## src/rtl/clkgen_pkg.sv

```systemverilog
// Shared types for the multi-channel clock/pulse generator.
// The state encoding keeps bit 1 set exactly in HIGH and LOW, so "active" is a single flop bit.
package clkgen_pkg;

    typedef enum logic [1:0] {
        IDLE  = 2'b00,
        PHASE = 2'b01,
        HIGH  = 2'b10,
        LOW   = 2'b11
    } state_e;

    localparam int CH_IDX_W_MIN = 1;

    // Channel-index width, never narrower than one bit.
    function automatic int ch_idx_w(input int num_ch);
        return (num_ch > 1) ? $clog2(num_ch) : CH_IDX_W_MIN;
    endfunction

endpackage

```

## src/rtl/clkgen_channel.sv

```systemverilog
// One generator channel: FSM, down-counter, shadow config and registered outputs.
// Shadows reload only on start and at period boundaries, so a config write never cuts a pulse short.
module clkgen_channel
    import clkgen_pkg::*;
#(
    parameter int CNT_W = 16
) (
    input  logic             clk,
    input  logic             rst_n,
    input  logic             en,
    input  logic             sync,
    input  logic [CNT_W-1:0] prog_ton,
    input  logic [CNT_W-1:0] prog_toff,
    input  logic [CNT_W-1:0] prog_phase,
    output state_e           state,
    output logic             clk_out,
    output logic             rise,
    output logic             fall
);

    typedef struct packed {
        logic [CNT_W-1:0] ton;
        logic [CNT_W-1:0] toff;
        logic [CNT_W-1:0] phase;
    } cfg_t;

    localparam logic [CNT_W-1:0] ONE = CNT_W'(1);

    cfg_t             prog;
    cfg_t             sh;
    cfg_t             sh_next;
    state_e           state_next;
    logic [CNT_W-1:0] cnt;
    logic [CNT_W-1:0] cnt_next;
    logic             hi_next;

    assign prog = {prog_ton, prog_toff, prog_phase};

    always_comb begin
        state_next = state;
        cnt_next   = cnt;
        sh_next    = sh;
        if (!en) begin
            state_next = IDLE;
            cnt_next   = '0;
        end else if (sync || state == IDLE) begin
            sh_next = prog;
            if (prog.phase != '0) begin
                state_next = PHASE;
                cnt_next   = prog.phase - ONE;
            end else if (prog.ton != '0) begin
                state_next = HIGH;
                cnt_next   = prog.ton - ONE;
            end else begin
                state_next = LOW;
                cnt_next   = prog.toff - ONE;
            end
        end else if (cnt != '0) begin
            cnt_next = cnt - ONE;
        end else begin
            case (state)
                PHASE: begin
                    if (sh.ton != '0) begin
                        state_next = HIGH;
                        cnt_next   = sh.ton - ONE;
                    end else begin
                        state_next = LOW;
                        cnt_next   = sh.toff - ONE;
                    end
                end
                HIGH, LOW: begin
                    // End of a HIGH with low time left is mid-period; everything else is a boundary.
                    if (state == HIGH && sh.toff != '0) begin
                        state_next = LOW;
                        cnt_next   = sh.toff - ONE;
                    end else begin
                        sh_next = prog;
                        if (prog.ton != '0) begin
                            state_next = HIGH;
                            cnt_next   = prog.ton - ONE;
                        end else begin
                            state_next = LOW;
                            cnt_next   = prog.toff - ONE;
                        end
                    end
                end
                default: state_next = IDLE;
            endcase
        end
    end

    assign hi_next = (state_next == HIGH);

    always_ff @(posedge clk or negedge rst_n) begin
        if (!rst_n) begin
            state   <= IDLE;
            cnt     <= '0;
            sh      <= '0;
            clk_out <= 1'b0;
            rise    <= 1'b0;
            fall    <= 1'b0;
        end else begin
            state   <= state_next;
            cnt     <= cnt_next;
            sh      <= sh_next;
            clk_out <= hi_next;
            rise    <= hi_next & ~clk_out;
            fall    <= ~hi_next & clk_out;
        end
    end

endmodule

```

## src/rtl/clkgen_multi.sv

```systemverilog
// Multi-channel clock/pulse generator: programmed-config registers, write decode
// and one clkgen_channel per output.
module clkgen_multi
    import clkgen_pkg::*;
#(
    parameter int NUM_CH   = 4,
    parameter int CNT_W    = 16,
    parameter int DEF_TON  = 5,
    parameter int DEF_TOFF = 5
) (
    input  logic                        clk,
    input  logic                        rst_n,
    input  logic [NUM_CH-1:0]           en,
    input  logic                        sync,
    input  logic                        cfg_we,
    input  logic [ch_idx_w(NUM_CH)-1:0] cfg_ch,
    input  logic [CNT_W-1:0]            cfg_ton,
    input  logic [CNT_W-1:0]            cfg_toff,
    input  logic [CNT_W-1:0]            cfg_phase,
    output logic [NUM_CH-1:0]           clk_out,
    output logic [NUM_CH-1:0]           rise,
    output logic [NUM_CH-1:0]           fall,
    output logic [NUM_CH-1:0]           active
);

    logic [CNT_W-1:0] prog_ton   [NUM_CH];
    logic [CNT_W-1:0] prog_toff  [NUM_CH];
    logic [CNT_W-1:0] prog_phase [NUM_CH];
    state_e           ch_state   [NUM_CH];

    always_ff @(posedge clk or negedge rst_n) begin
        if (!rst_n) begin
            for (int i = 0; i < NUM_CH; i++) begin
                prog_ton[i]   <= CNT_W'(DEF_TON);
                prog_toff[i]  <= CNT_W'(DEF_TOFF);
                prog_phase[i] <= '0;
            end
        end else if (cfg_we && int'(cfg_ch) < NUM_CH) begin
            prog_ton[cfg_ch]   <= cfg_ton;
            prog_toff[cfg_ch]  <= cfg_toff;
            prog_phase[cfg_ch] <= cfg_phase;
        end
    end

    for (genvar i = 0; i < NUM_CH; i++) begin : g_ch
        clkgen_channel #(
            .CNT_W (CNT_W)
        ) u_ch (
            .clk        (clk),
            .rst_n      (rst_n),
            .en         (en[i]),
            .sync       (sync),
            .prog_ton   (prog_ton[i]),
            .prog_toff  (prog_toff[i]),
            .prog_phase (prog_phase[i]),
            .state      (ch_state[i]),
            .clk_out    (clk_out[i]),
            .rise       (rise[i]),
            .fall       (fall[i])
        );

        // Decodes to state bit 1, i.e. straight from the channel's state flop.
        assign active[i] = (ch_state[i] == HIGH) || (ch_state[i] == LOW);
    end

endmodule

```

## config.mk

```make
export PLATFORM = sky130hd
export DESIGN_NAME = clkgen_multi
export DESIGN_NICKNAME = d
export VERILOG_FILES = /design/src/rtl/clkgen_pkg.sv /design/src/rtl/clkgen_channel.sv /design/src/rtl/clkgen_multi.sv
export SDC_FILE = /design/constraint.sdc
export NUM_CORES = 1
export LEC_CHECK = 0
export BUFFER_PORTS_ARGS = -buffer_cell sky130_fd_sc_hd__buf_2
export CAP_MARGIN = 5
export CORE_UTILIZATION = 30
export DETAILED_ROUTE_END_ITERATION = 7
export SKIP_LAST_GASP = 1
export SYNTH_ARGS = -nofsm -noshare
export SYNTH_HDL_FRONTEND = slang
export SYNTH_SLANG_ARGS = --single-unit
```

## constraint.sdc

```tcl
create_clock -name clk -period 8.4 [get_ports clk]
set_clock_uncertainty 0.1 [all_clocks]
set_input_delay 0.42 -clock clk [delete_from_list [all_inputs] [get_ports clk]]
set_output_delay 0.42 -clock clk [all_outputs]
set_load 0.1 [all_outputs]
```

==> key figures <==
Synth
  • Cell Area, Synth: 25300 um2
  • Count of cell types in the netlist: 97
  • Sequential share of the synthesized area: 40.1%
  • FF+latch count, synth: 404
  • Post-synth EDFFs: 0
  • Synth Warn #: 0
  • Ys async rst share: 100%
  • Syn_nets: 2672
  • Post-Synthesis Cells: 2594
  • Main synth FF type: dfrtp_1
  • Mapped Avg Cell Area: 9.74 um2

Hold path
  • Hold Crit Start: en[2]
  • HP Class: input pin to register
  • Min-Delay Endpoint: g_ch[2].u_ch.cnt[6]
  • Min-Delay Path Depth: 3

Clock tree
  • Clock Latency Late Sink: 0.63 ns
  • Worst-path clk slew: 0.06 ns
  • Clk sink count: 404
  • H-tree depth: 2
  • CTS tree: yes
  • Clock Path Buffers: 3
  • Setup bufs post-CTS: 0
  • Clock root cell: clkbuf_16
  • CTS buffer count: 49

Detailed routing
  • Vias: 21.4k
  • First-pass DRT Iterations: 6
  • Post-DRT Antenna Nets: 0
  • DR vias/cell: 5.71
  • Post-route DRC violation count: 0
  • Total wire length: 83400 um
  • 1st-iter DRT viols: 2166
  • Wire per inst: 22.2 um

Global route
  • GR Util met1: 27.1%
  • Met2 Resource Use GR: 28.0%
  • Initial antenna violation count: 14
  • Total track usage: 19.2%
  • Gr busiest metal: met2
  • First-pass GRT wire length: 126000 um
  • Routing usage on met3: 4.63%
  • Pin count of the biggest net entering global routing: 155
  • Vias in the first global route: 20.1k
  • Gr ovfl total: 0

Placed design
  • RePlAce Congestion: 0.938
  • Placed cells: 3657
  • Area after DPL: 26700 um2
  • I/O Buffers: 73
  • Dpl hpwl: 60900 um

Run
  • MaxCap Viol Count: 0

STA
  • Pins Over Slew Limit: 0
  • Post-Route Setup TNS: 0 ns
  • Fin crit period: 4.13 ns
  • Final period util: 49.1%
  • Setup violators final: 0
  • Worst-margin pin slew: 1.12 ns
  • RSZ-0062 raised after global routing: no
  • Slew headroom: 24.9%
  • FMAX: 0.242 GHz
  • Hold Vio Cnt, Final: 0

Critical path
  • CP endpoint kind: register
  • Reg2reg end: g_ch[2].u_ch.cnt[10]
  • Worst R2R Start: prog_ton[18]
  • Worst-path fanout max: 13
  • Worst Reg2Reg Path Length in Cells: 11
  • Crit path kind: register to register
  • Arrival time at the worst endpoint: 4.55 ns
  • Worst EP required: 8.82 ns
  • Startpoint class of the critical path: register
  • R2R setup slack: 4.27 ns

Power and ir drop
  • Leak pwr: 0.0108 uW
  • Max IR drop VDD: 0.173 mV
  • Pwr Total: 7020 uW
  • Power density cells: 248 nW/um2

Floorplanning
  • IO Pins: 74
  • Die H: 292 um
  • Die area: 85400 um2
  • Die X: 292 um
  • # rows: 106
  • Core area: 83400 um2
  • Starting Density: 30.3%

Finish
  • Fraction of layout instances using a drive strength above 1: 21.6%
  • Most frequent cells in the layout: dfrtp_1 (388), mux2_2 (318), nor2_1 (197), nand2_1 (166), a21oi_1 (133)
  • Synth-to-Final Area Change: 12.1%
  • Most common cell after layout, fill and taps aside: dfrtp_1
  • Final std cell area, no fill: 28300 um2
  • Fin nets: 2707
  • Final Non-Filler Cells: 3752
  • Fillers: 8539

Run status
  • Status: finished, final reports clean
==> per-layer routing <==
| metal | vias up | wire length (um) |
|---|---|---|
| li1 | 9804 | - |
| met1 | 10500 | 37200 |
| met2 | 909 | 35300 |
| met3 | 170 | 7530 |
| met4 | 4 | 3350 |
| met5 | - | 27 |
==> sequential cells by signal, indices dropped and copies added (netlist names) <==
name               cells
g_ch.u_ch.clk_out      4
g_ch.u_ch.cnt         64
g_ch.u_ch.fall         4
g_ch.u_ch.rise         4
g_ch.u_ch.sh         128
g_ch.u_ch.state        8
prog_phase            64
prog_toff             64
prog_ton              64
==> logic make-up after synthesis <==
kind of cell             share of synthesized area (%)
flip-flops                                        40.1
multiplexers                                      15.0
AO/OA/AOI/OAI                                     15.7
AND/OR/NAND/NOR                                   17.7
XOR/XNOR                                          7.39
buffers and inverters                             3.19
adder cells (fa/ha/maj)                          0.991
==> how the worst max path moves through the flow <==
stage	startpoint	endpoint	slack (ns)	depth (start not counted)
floorplan	prog_ton[18]	g_ch[2].u_ch.cnt[14]	5.07	12
global placement	prog_ton[18]	g_ch[2].u_ch.cnt[14]	4.48	11
detailed placement	prog_ton[18]	g_ch[2].u_ch.cnt[10]	4.37	11
CTS	prog_ton[18]	g_ch[2].u_ch.cnt[10]	4.33	11
global route	prog_ton[17]	g_ch[2].u_ch.cnt[4]	4.00	12
finish	prog_ton[18]	g_ch[2].u_ch.cnt[10]	4.27	11
==> cells in the mapped netlist, drive strengths merged, types with 10 or more instances <==
| cell type | n | area (um2) |
|---|---|---|
| a31oi | 31 | 194 |
| a21oi | 134 | 674 |
| nand2 | 168 | 636 |
| inv | 62 | 233 |
| buf | 38 | 262 |
| mux2i | 20 | 200 |
| or4 | 49 | 379 |
| and2 | 13 | 81.3 |
| nor2b | 13 | 81.3 |
| a221oi | 16 | 146 |
| nand3b | 13 | 97.6 |
| nor3 | 105 | 556 |
| or2 | 13 | 81.3 |
| mux2 | 318 | 3580 |
| o21a | 11 | 82.6 |
| ha | 20 | 250 |
| a211oi | 27 | 208 |
| nor3b | 13 | 97.6 |
| o31ai | 33 | 248 |
| o21ai | 137 | 686 |
| xor2 | 106 | 928 |
| nor2 | 200 | 768 |
| nor4 | 70 | 484 |
| a22oi | 17 | 128 |
| nand4 | 25 | 156 |
| o211ai | 30 | 230 |
| nand2b | 16 | 100 |
| a2111oi | 10 | 100 |
| dfstp | 16 | 420 |
| dfrtp | 388 | 9710 |
| or3 | 52 | 330 |
| xnor2 | 107 | 937 |
| clkbuf | 81 | 305 |
| nand3 | 66 | 330 |
| o311ai | 12 | 113 |
==> power by group <==
| part | switching, uW | internal (uW) | leakage (uW) |
|---|---|---|---|
| registers | 641 | 2370 | 0.00488 |
| clock network | 914 | 1240 | 0.000778 |
| logic | 1010 | 855 | 0.00514 |
==> area by class of cell <==
type | count | area (um2) | share of cell area [%]
diodes | 4 | 10.0 | 0.0353
clock buffers | 62 | 1310 | 4.61
clock inverters | 28 | 319 | 1.13
inverters | 64 | 240 | 0.848
multi-input cells | 2007 | 14300 | 50.6
flip-flops and latches | 404 | 10100 | 35.8
well taps | 1080 | 1350 | 4.77
repair buffers | 103 | 628 | 2.22
==> stage by stage <==
stage | setup WS (ns) | util [%] | hold WS, ns
floorplan | 5.07 | - | 0.0244
global placement | 4.48 | 32.0 | 0.318
detailed placement | 4.37 | 32.0 | 0.322
CTS | 4.33 | 33.9 | 0.00824
global route | 4.00 | 33.9 | 0.0314
finish | 4.27 | 34.0 | 0.0601
==> what timing repair did <==
action                     CTS  global route
resized for setup            0             0
hold endpoints to repair   102             0
hold buffers                 1             0
setup endpoints to repair    0             0
==> worst max-delay path: stages (launching register included) <==
cell	delay, ns
dfstp_2	0.60
or4_1	0.21
or3_1	0.21
nor2_1	0.23
a21oi_1	0.36
ha_1	0.27
or4b_2	0.67
a311oi_1	0.66
o211ai_1	0.24
xnor2_1	0.23
a31oi_1	0.06
o21a_1	0.19
Note: power is estimated with default switching activity, not from simulation.
